[config.mk]
export PLATFORM = sky130hd
export DESIGN_NAME = onewire_master
export DESIGN_NICKNAME = d
export VERILOG_FILES = /design/src/rtl/onewire_master.sv
export SDC_FILE = /design/constraint.sdc
export NUM_CORES = 1
export LEC_CHECK = 0
export BUFFER_PORTS_ARGS = -buffer_cell sky130_fd_sc_hd__buf_2
export CAP_MARGIN = 15
export CORE_UTILIZATION = 35
export DETAILED_ROUTE_END_ITERATION = 8
export MAX_ROUTING_LAYER = met4
export PLACE_DENSITY_LB_ADDON = 0.05
export SYNTH_ARGS = -nofsm -noshare
export SYNTH_HDL_FRONTEND = slang
export SYNTH_SLANG_ARGS = --single-unit
[constraint.sdc]
create_clock -name clk -period 4.3 [get_ports clk]
set_clock_uncertainty 0.2 [all_clocks]
set_input_delay 0.645 -clock clk [delete_from_list [all_inputs] [get_ports clk]]
set_output_delay 0.645 -clock clk [all_outputs]
set_load 0.05 [all_outputs]
[src/rtl/onewire_master.sv]
// 1-Wire bus master: reset/presence and LSB-first read/write slot sequences,
// standard or overdrive timing, derived from a quarter-microsecond tick.
`timescale 1ns/1ps
module onewire_master #(
    parameter int unsigned CLK_FREQ_HZ = 50_000_000,
    parameter int unsigned DATA_W      = 8,
    parameter int unsigned SYNC_STAGES = 2
) (
    input  logic                          clk,
    input  logic                          rst_n,
    input  logic                          cmd_valid,
    output logic                          cmd_ready,
    input  logic                          cmd_op,
    input  logic                          cmd_overdrive,
    input  logic [$clog2(DATA_W+1)-1:0]   cmd_nbits,
    input  logic [DATA_W-1:0]             cmd_data,
    output logic                          rsp_valid,
    output logic [DATA_W-1:0]             rsp_data,
    output logic                          rsp_presence,
    output logic                          busy,
    output logic                          ow_drive_low,
    input  logic                          ow_in
);

    localparam int unsigned TICK_DIV = CLK_FREQ_HZ / 4_000_000;
    localparam int unsigned PW       = (TICK_DIV > 1) ? $clog2(TICK_DIV) : 1;
    localparam int unsigned NB_W     = $clog2(DATA_W + 1);
    localparam int unsigned TW       = 11;

    localparam int unsigned RST_LOW_STD  = 1920;
    localparam int unsigned RST_LOW_OD   = 280;
    localparam int unsigned RST_SAMP_STD = 280;
    localparam int unsigned RST_SAMP_OD  = 34;
    localparam int unsigned RST_END_STD  = 1920;
    localparam int unsigned RST_END_OD   = 192;
    localparam int unsigned LOW1_STD     = 24;
    localparam int unsigned LOW1_OD      = 4;
    localparam int unsigned LOW0_STD     = 240;
    localparam int unsigned LOW0_OD      = 30;
    localparam int unsigned SAMP_STD     = 60;
    localparam int unsigned SAMP_OD      = 8;
    localparam int unsigned SLOT_STD     = 280;
    localparam int unsigned SLOT_OD      = 40;

    typedef enum logic [2:0] {
        IDLE, RST_LOW, RST_SAMPLE, RST_REC, SLOT_LOW, SLOT_SAMPLE, SLOT_REC, DONE
    } state_t;

    state_t                 state;
    logic [SYNC_STAGES-1:0] sync_q;
    logic [PW-1:0]          pre_cnt;
    logic [TW-1:0]          tcnt;
    logic                   op_q;
    logic                   od_q;
    logic [NB_W-1:0]        nbits_q;
    logic [NB_W-1:0]        bits_left;
    logic [DATA_W-1:0]      tx_q;
    logic [DATA_W-1:0]      rx_q;
    logic                   presence_q;

    logic                   ow_s;
    logic                   tick;
    logic [TW-1:0]          tnext;
    logic                   accept;
    logic [NB_W-1:0]        nb_eff;
    logic                   fin;
    logic [TW-1:0]          t_rst_low, t_rst_samp, t_rst_end;
    logic [TW-1:0]          t_slot_low, t_slot_samp, t_slot_end;

    assign ow_s   = sync_q[SYNC_STAGES-1];
    assign tick   = (pre_cnt == PW'(TICK_DIV - 1));
    assign tnext  = tcnt + TW'(1);
    assign accept = cmd_valid & cmd_ready;
    assign nb_eff = (cmd_nbits == '0 || cmd_nbits > NB_W'(DATA_W)) ? NB_W'(DATA_W) : cmd_nbits;

    // Phase lengths in ticks for the latched speed and current write bit
    always_comb begin
        t_rst_low   = od_q ? TW'(RST_LOW_OD)  : TW'(RST_LOW_STD);
        t_rst_samp  = od_q ? TW'(RST_SAMP_OD) : TW'(RST_SAMP_STD);
        t_rst_end   = od_q ? TW'(RST_END_OD)  : TW'(RST_END_STD);
        t_slot_samp = od_q ? TW'(SAMP_OD)     : TW'(SAMP_STD);
        t_slot_end  = od_q ? TW'(SLOT_OD)     : TW'(SLOT_STD);
        t_slot_low  = tx_q[0] ? (od_q ? TW'(LOW1_OD) : TW'(LOW1_STD))
                              : (od_q ? TW'(LOW0_OD) : TW'(LOW0_STD));
    end

    assign fin = tick && ((state == RST_REC && tnext == t_rst_end) ||
                          (state == SLOT_REC && tnext == t_slot_end && bits_left <= NB_W'(1)));

    always_ff @(posedge clk or negedge rst_n) begin
        if (!rst_n) begin
            state        <= IDLE;
            sync_q       <= '1;
            pre_cnt      <= '0;
            tcnt         <= '0;
            op_q         <= 1'b0;
            od_q         <= 1'b0;
            nbits_q      <= '0;
            bits_left    <= '0;
            tx_q         <= '0;
            rx_q         <= '0;
            presence_q   <= 1'b0;
            cmd_ready    <= 1'b1;
            busy         <= 1'b0;
            rsp_valid    <= 1'b0;
            rsp_data     <= '0;
            rsp_presence <= 1'b0;
            ow_drive_low <= 1'b0;
        end else begin
            sync_q    <= {sync_q[SYNC_STAGES-2:0], ow_in};
            pre_cnt   <= tick ? '0 : pre_cnt + PW'(1);
            rsp_valid <= 1'b0;
            if (tick) tcnt <= tnext;

            case (state)
                IDLE, DONE: begin
                    state <= IDLE;
                    if (accept) begin
                        op_q         <= cmd_op;
                        od_q         <= cmd_overdrive;
                        nbits_q      <= nb_eff;
                        bits_left    <= nb_eff;
                        tx_q         <= cmd_data;
                        rx_q         <= '0;
                        presence_q   <= 1'b0;
                        pre_cnt      <= '0;
                        tcnt         <= '0;
                        cmd_ready    <= 1'b0;
                        busy         <= 1'b1;
                        ow_drive_low <= 1'b1;
                        state        <= cmd_op ? SLOT_LOW : RST_LOW;
                    end
                end
                RST_LOW: begin
                    if (tick && tnext == t_rst_low) begin
                        ow_drive_low <= 1'b0;
                        tcnt         <= '0;
                        state        <= RST_SAMPLE;
                    end
                end
                RST_SAMPLE: begin
                    if (tick && tnext == t_rst_samp) begin
                        presence_q <= ~ow_s;
                        state      <= RST_REC;
                    end
                end
                RST_REC: ;
                SLOT_LOW: begin
                    // A 0 bit is still driving low at the sample point
                    if (tick && tnext == t_slot_samp)
                        rx_q <= (rx_q >> 1) | (DATA_W'(ow_s) << (DATA_W - 1));
                    if (tick && tnext == t_slot_low) begin
                        ow_drive_low <= 1'b0;
                        state        <= SLOT_SAMPLE;
                    end
                end
                SLOT_SAMPLE: begin
                    if (tcnt >= t_slot_samp) begin
                        state <= SLOT_REC;
                    end else if (tick && tnext == t_slot_samp) begin
                        rx_q  <= (rx_q >> 1) | (DATA_W'(ow_s) << (DATA_W - 1));
                        state <= SLOT_REC;
                    end
                end
                SLOT_REC: begin
                    if (tick && tnext == t_slot_end && bits_left > NB_W'(1)) begin
                        bits_left    <= bits_left - NB_W'(1);
                        tx_q         <= tx_q >> 1;
                        tcnt         <= '0;
                        ow_drive_low <= 1'b1;
                        state        <= SLOT_LOW;
                    end
                end
                default: state <= IDLE;
            endcase

            // Completion: publish response and reopen the command port
            if (fin) begin
                state        <= DONE;
                rsp_valid    <= 1'b1;
                cmd_ready    <= 1'b1;
                busy         <= 1'b0;
                rsp_data     <= op_q ? (rx_q >> (NB_W'(DATA_W) - nbits_q)) : '0;
                rsp_presence <= op_q ? 1'b0 : presence_q;
            end
        end
    end

endmodule

==> metrics <==
outcome=finished, final reports clean; number of diodes=0; setup tns final=0 ns; Synth async-reset ratio=100%; Initial Util=36.1%; Fmax=between 200 and 300 MHz; clock-pin slew on the worst setup and hold paths=0.06 ns; layout cells sized above 1=around 18%; hold path depth=0; reg2reg start=tcnt[0]; Startpoint Class=flip-flop; cell accounting for the most synthesized area=dfrtp_1; worst hold slack=between 0.15 and 0.2 ns; fin nets=523; Setup CP Type=flip-flop to flip-flop; peak fanout along the critical path=9; number of enable flip-flop cells after synthesis=0; CP peak stage delay=0.56 ns; Post-Synth Simple-Gate Area=26.8%; post-synth top area share=34.4%; DIE WIDTH=111 um; drt wl/cell=16.7 um; H-tree Lvls=3; chip height=approximately 110 um; post-synthesis compound-gate area fraction=14.7%; hpwl dp=7830 um; Post-CTS Setup Bufs=0; non-filler instance count after layout=641; worst hold path type=flip-flop to flip-flop; fin util=40.4%; Slew Limit Fails=0; critical path's top delay family=simple AND/OR/NAND/NOR gates; Seq/Total Area, Yosys=36.3%; r2r setup slk=about 0.48 ns; vias in the first global route=about 3400; P_leak=between 1.5 and 2 nW; Post-Synth XOR/XNOR Area=5.50%; multiplexer area fraction after synthesis=7.13%; initial antenna violation count=0; Pre-antenna DRT Iters=5; Peak VDD IR=0.000258 V; CORE AREA=11500 sq um; Cell variety after synth=between 70 and 80; Synthesized Nets=503; CP cell instances=ha_1, and4_2, nand3_1, o2bb2ai_1, and2_1, nor4b_1, a31oi_1, nor2_2, mux2i_1; Final GP Congestion=~0.85; TritonCTS Buffers=9; final hold violation count=0; Synth Register Bits=60; Max-Slew Margin vs Limit=41.3%; Final Critical Period=3.82 ns; Max Used Layer=met4; Post-Syn Area=4140 sq um; final wirelength=10700 um; IO buf count=30; Worst Reg2Reg Path Length in Cells=9; total gr overflow=0; die area=12300 sq um; # resized after CTS=0; worst path bufs/invs=0; RSZ-0062 raised after global routing=false; DR iter-0 viols=134; all-layer global routing usage=19.4%; power per cell area=286 nW/um^2; Main synth FF type=dfrtp_1; beginning of the worst hold path=sync_q[0]; worst-skew pair later-pin latency=0.34 ns; Crit path required time=4.36 ns; via count=approximately 3400; residual DRC count=0; CTS sink cnt=60; first-pass GRT wire length=18200 um; max-cap violations=0; WHS Endpoint=sync_q[1]; Mapped Cells=473; Vias/cell=5.34; Area Overhead vs Synth=11.9%; slew of the pin with the lowest slew margin=~0.88 ns; Clock Path Buffers=2; largest family of logic cells by synthesized area=simple AND/OR/NAND/NOR gates; FP Rows=39; M1 WL=approximately 5400 um; post-route antenna net violation count=0; Tcrit/Tclk final=88.8%; Synth warnings=0; Area contributors post-synth=dfrtp_1 (34%), nand2_1 (6.2%), nor2_1 (5.0%), xnor2_1 (4.0%), mux2i_1 (3.9%); Crit-path slowest cell=dfrtp_1; WL met2=approximately 4800 um; IO Count=31; worst path arrival time=slightly below 4 ns; setup violators final=0; placed insts=around 630; R2R Path End=rx_q[1]; Fillers=1188; Critical Path Sink Type=flip-flop; CTS tree=yes; largest net degree at the start of global routing=38; post-synthesis adder-cell area fraction=3.63%; Mapped Avg Cell Area=8.76 sq um; CTS Hold Bufs=0; clk root buf=clkbuf_16; Met3 Routed Length=395 um
==> Yosys cell counts, types with 11 or more instances <==
cell type,number
nand2_1,68
dfrtp_1,57
nor2_1,55
o21ai_0,31
xnor2_1,19
nor3_1,18
inv_1,16
mux2i_1,16
nand3_1,14
a21oi_1,12
ha_1,12
a31oi_1,11
clkbuf_1,11
==> worst max path at each step <==
stage | slack [ns] | end | startpoint | cells after the start
CTS | 0.51 | rx_q[1] | tcnt[0] | 9
global placement | 0.60 | tx_q[3] | tcnt[0] | 10
global route | 0.19 | rx_q[6] | tcnt[0] | 9
floorplan | 1.30 | ow_drive_low | tcnt[1] | 10
detailed placement | 0.51 | rx_q[1] | tcnt[0] | 9
finish | 0.48 | rx_q[1] | tcnt[0] | 9
==> cell families after synthesis <==
kind of cell	count (synthesis)
flip-flops	60
AO/OA/AOI/OAI	89
buffers and inverters	43
AND/OR/NAND/NOR	216
adder cells (fa/ha/maj)	12
XOR/XNOR	26
multiplexers	27
==> worst reg2reg max path: cells and delay by family, from the launching register on <==
kind	cells	cell delay, ns
multiplexers	1	0.27
AO/OA/AOI/OAI	2	0.59
flip-flops	1	0.56
adder cells (fa/ha/maj)	1	0.45
AND/OR/NAND/NOR	5	1.66
==> cell type report <==
cell class / instances / area [sq um] / share of cell area (%)
clock buffer: 10 / 239 / 5.16
clock inverter: 6 / 63.8 / 1.38
inverter: 16 / 60.1 / 1.30
multi-input combinational: 370 / 2390 / 51.6
sequential: 60 / 1510 / 32.5
tap: 143 / 179 / 3.86
timing repair buffer: 36 / 195 / 4.21
==> routing by layer <==
layer / vias to the layer above / track usage, %
met1: 1639 / 25.8
met2: 53 / 28.9
li1: 1717 / -
met3: 14 / 4.76
met5: - / -
met4: 0 / 6.31
==> flip-flops by register name, summed over array words and instances (netlist names), 2 cells and up <==
register   flops
bits_left      4
pre_cnt        4
rsp_data       8
nbits_q        4
tx_q           8
state          3
rx_q           8
sync_q         2
tcnt          11
==> per-stage QoR <==
step                      instance area (sq um)  total power [W]  worst slack (ns)
after floorplan                            4140         0.000582              1.30
after global placement                     4330         0.000605             0.604
after detailed placement                   4330         0.000606             0.512
after CTS                                  4630          0.00136             0.506
after global routing                       4630          0.00138             0.191
final                                      4630          0.00133             0.483
==> layout by cell type (no fill, tap or decap), types with 7 or more instances in the layout <==
cell / n
xnor2_1: 19
nor2_1: 55
dfrtp_1: 57
inv_1: 16
xor2_1: 7
nand2_1: 68
mux2i_1: 16
ha_1: 12
nand4_1: 8
o21ai_0: 31
clkbuf_16: 9
mux2_2: 10
a31oi_1: 11
buf_2: 30
nand3_1: 14
nor3_1: 18
a21oi_1: 12
==> power breakdown <==
group / total (W) / switching, W / internal (W) / leakage, nW
clock network: 0.000731 / 0.000269 / 0.000462 / 0.144
registers: 0.000567 / 0.000000549 / 0.000567 / 0.724
logic: 0.0000270 / 0.0000183 / 0.00000867 / 1.07
Note: power is estimated with default switching activity, not from simulation.
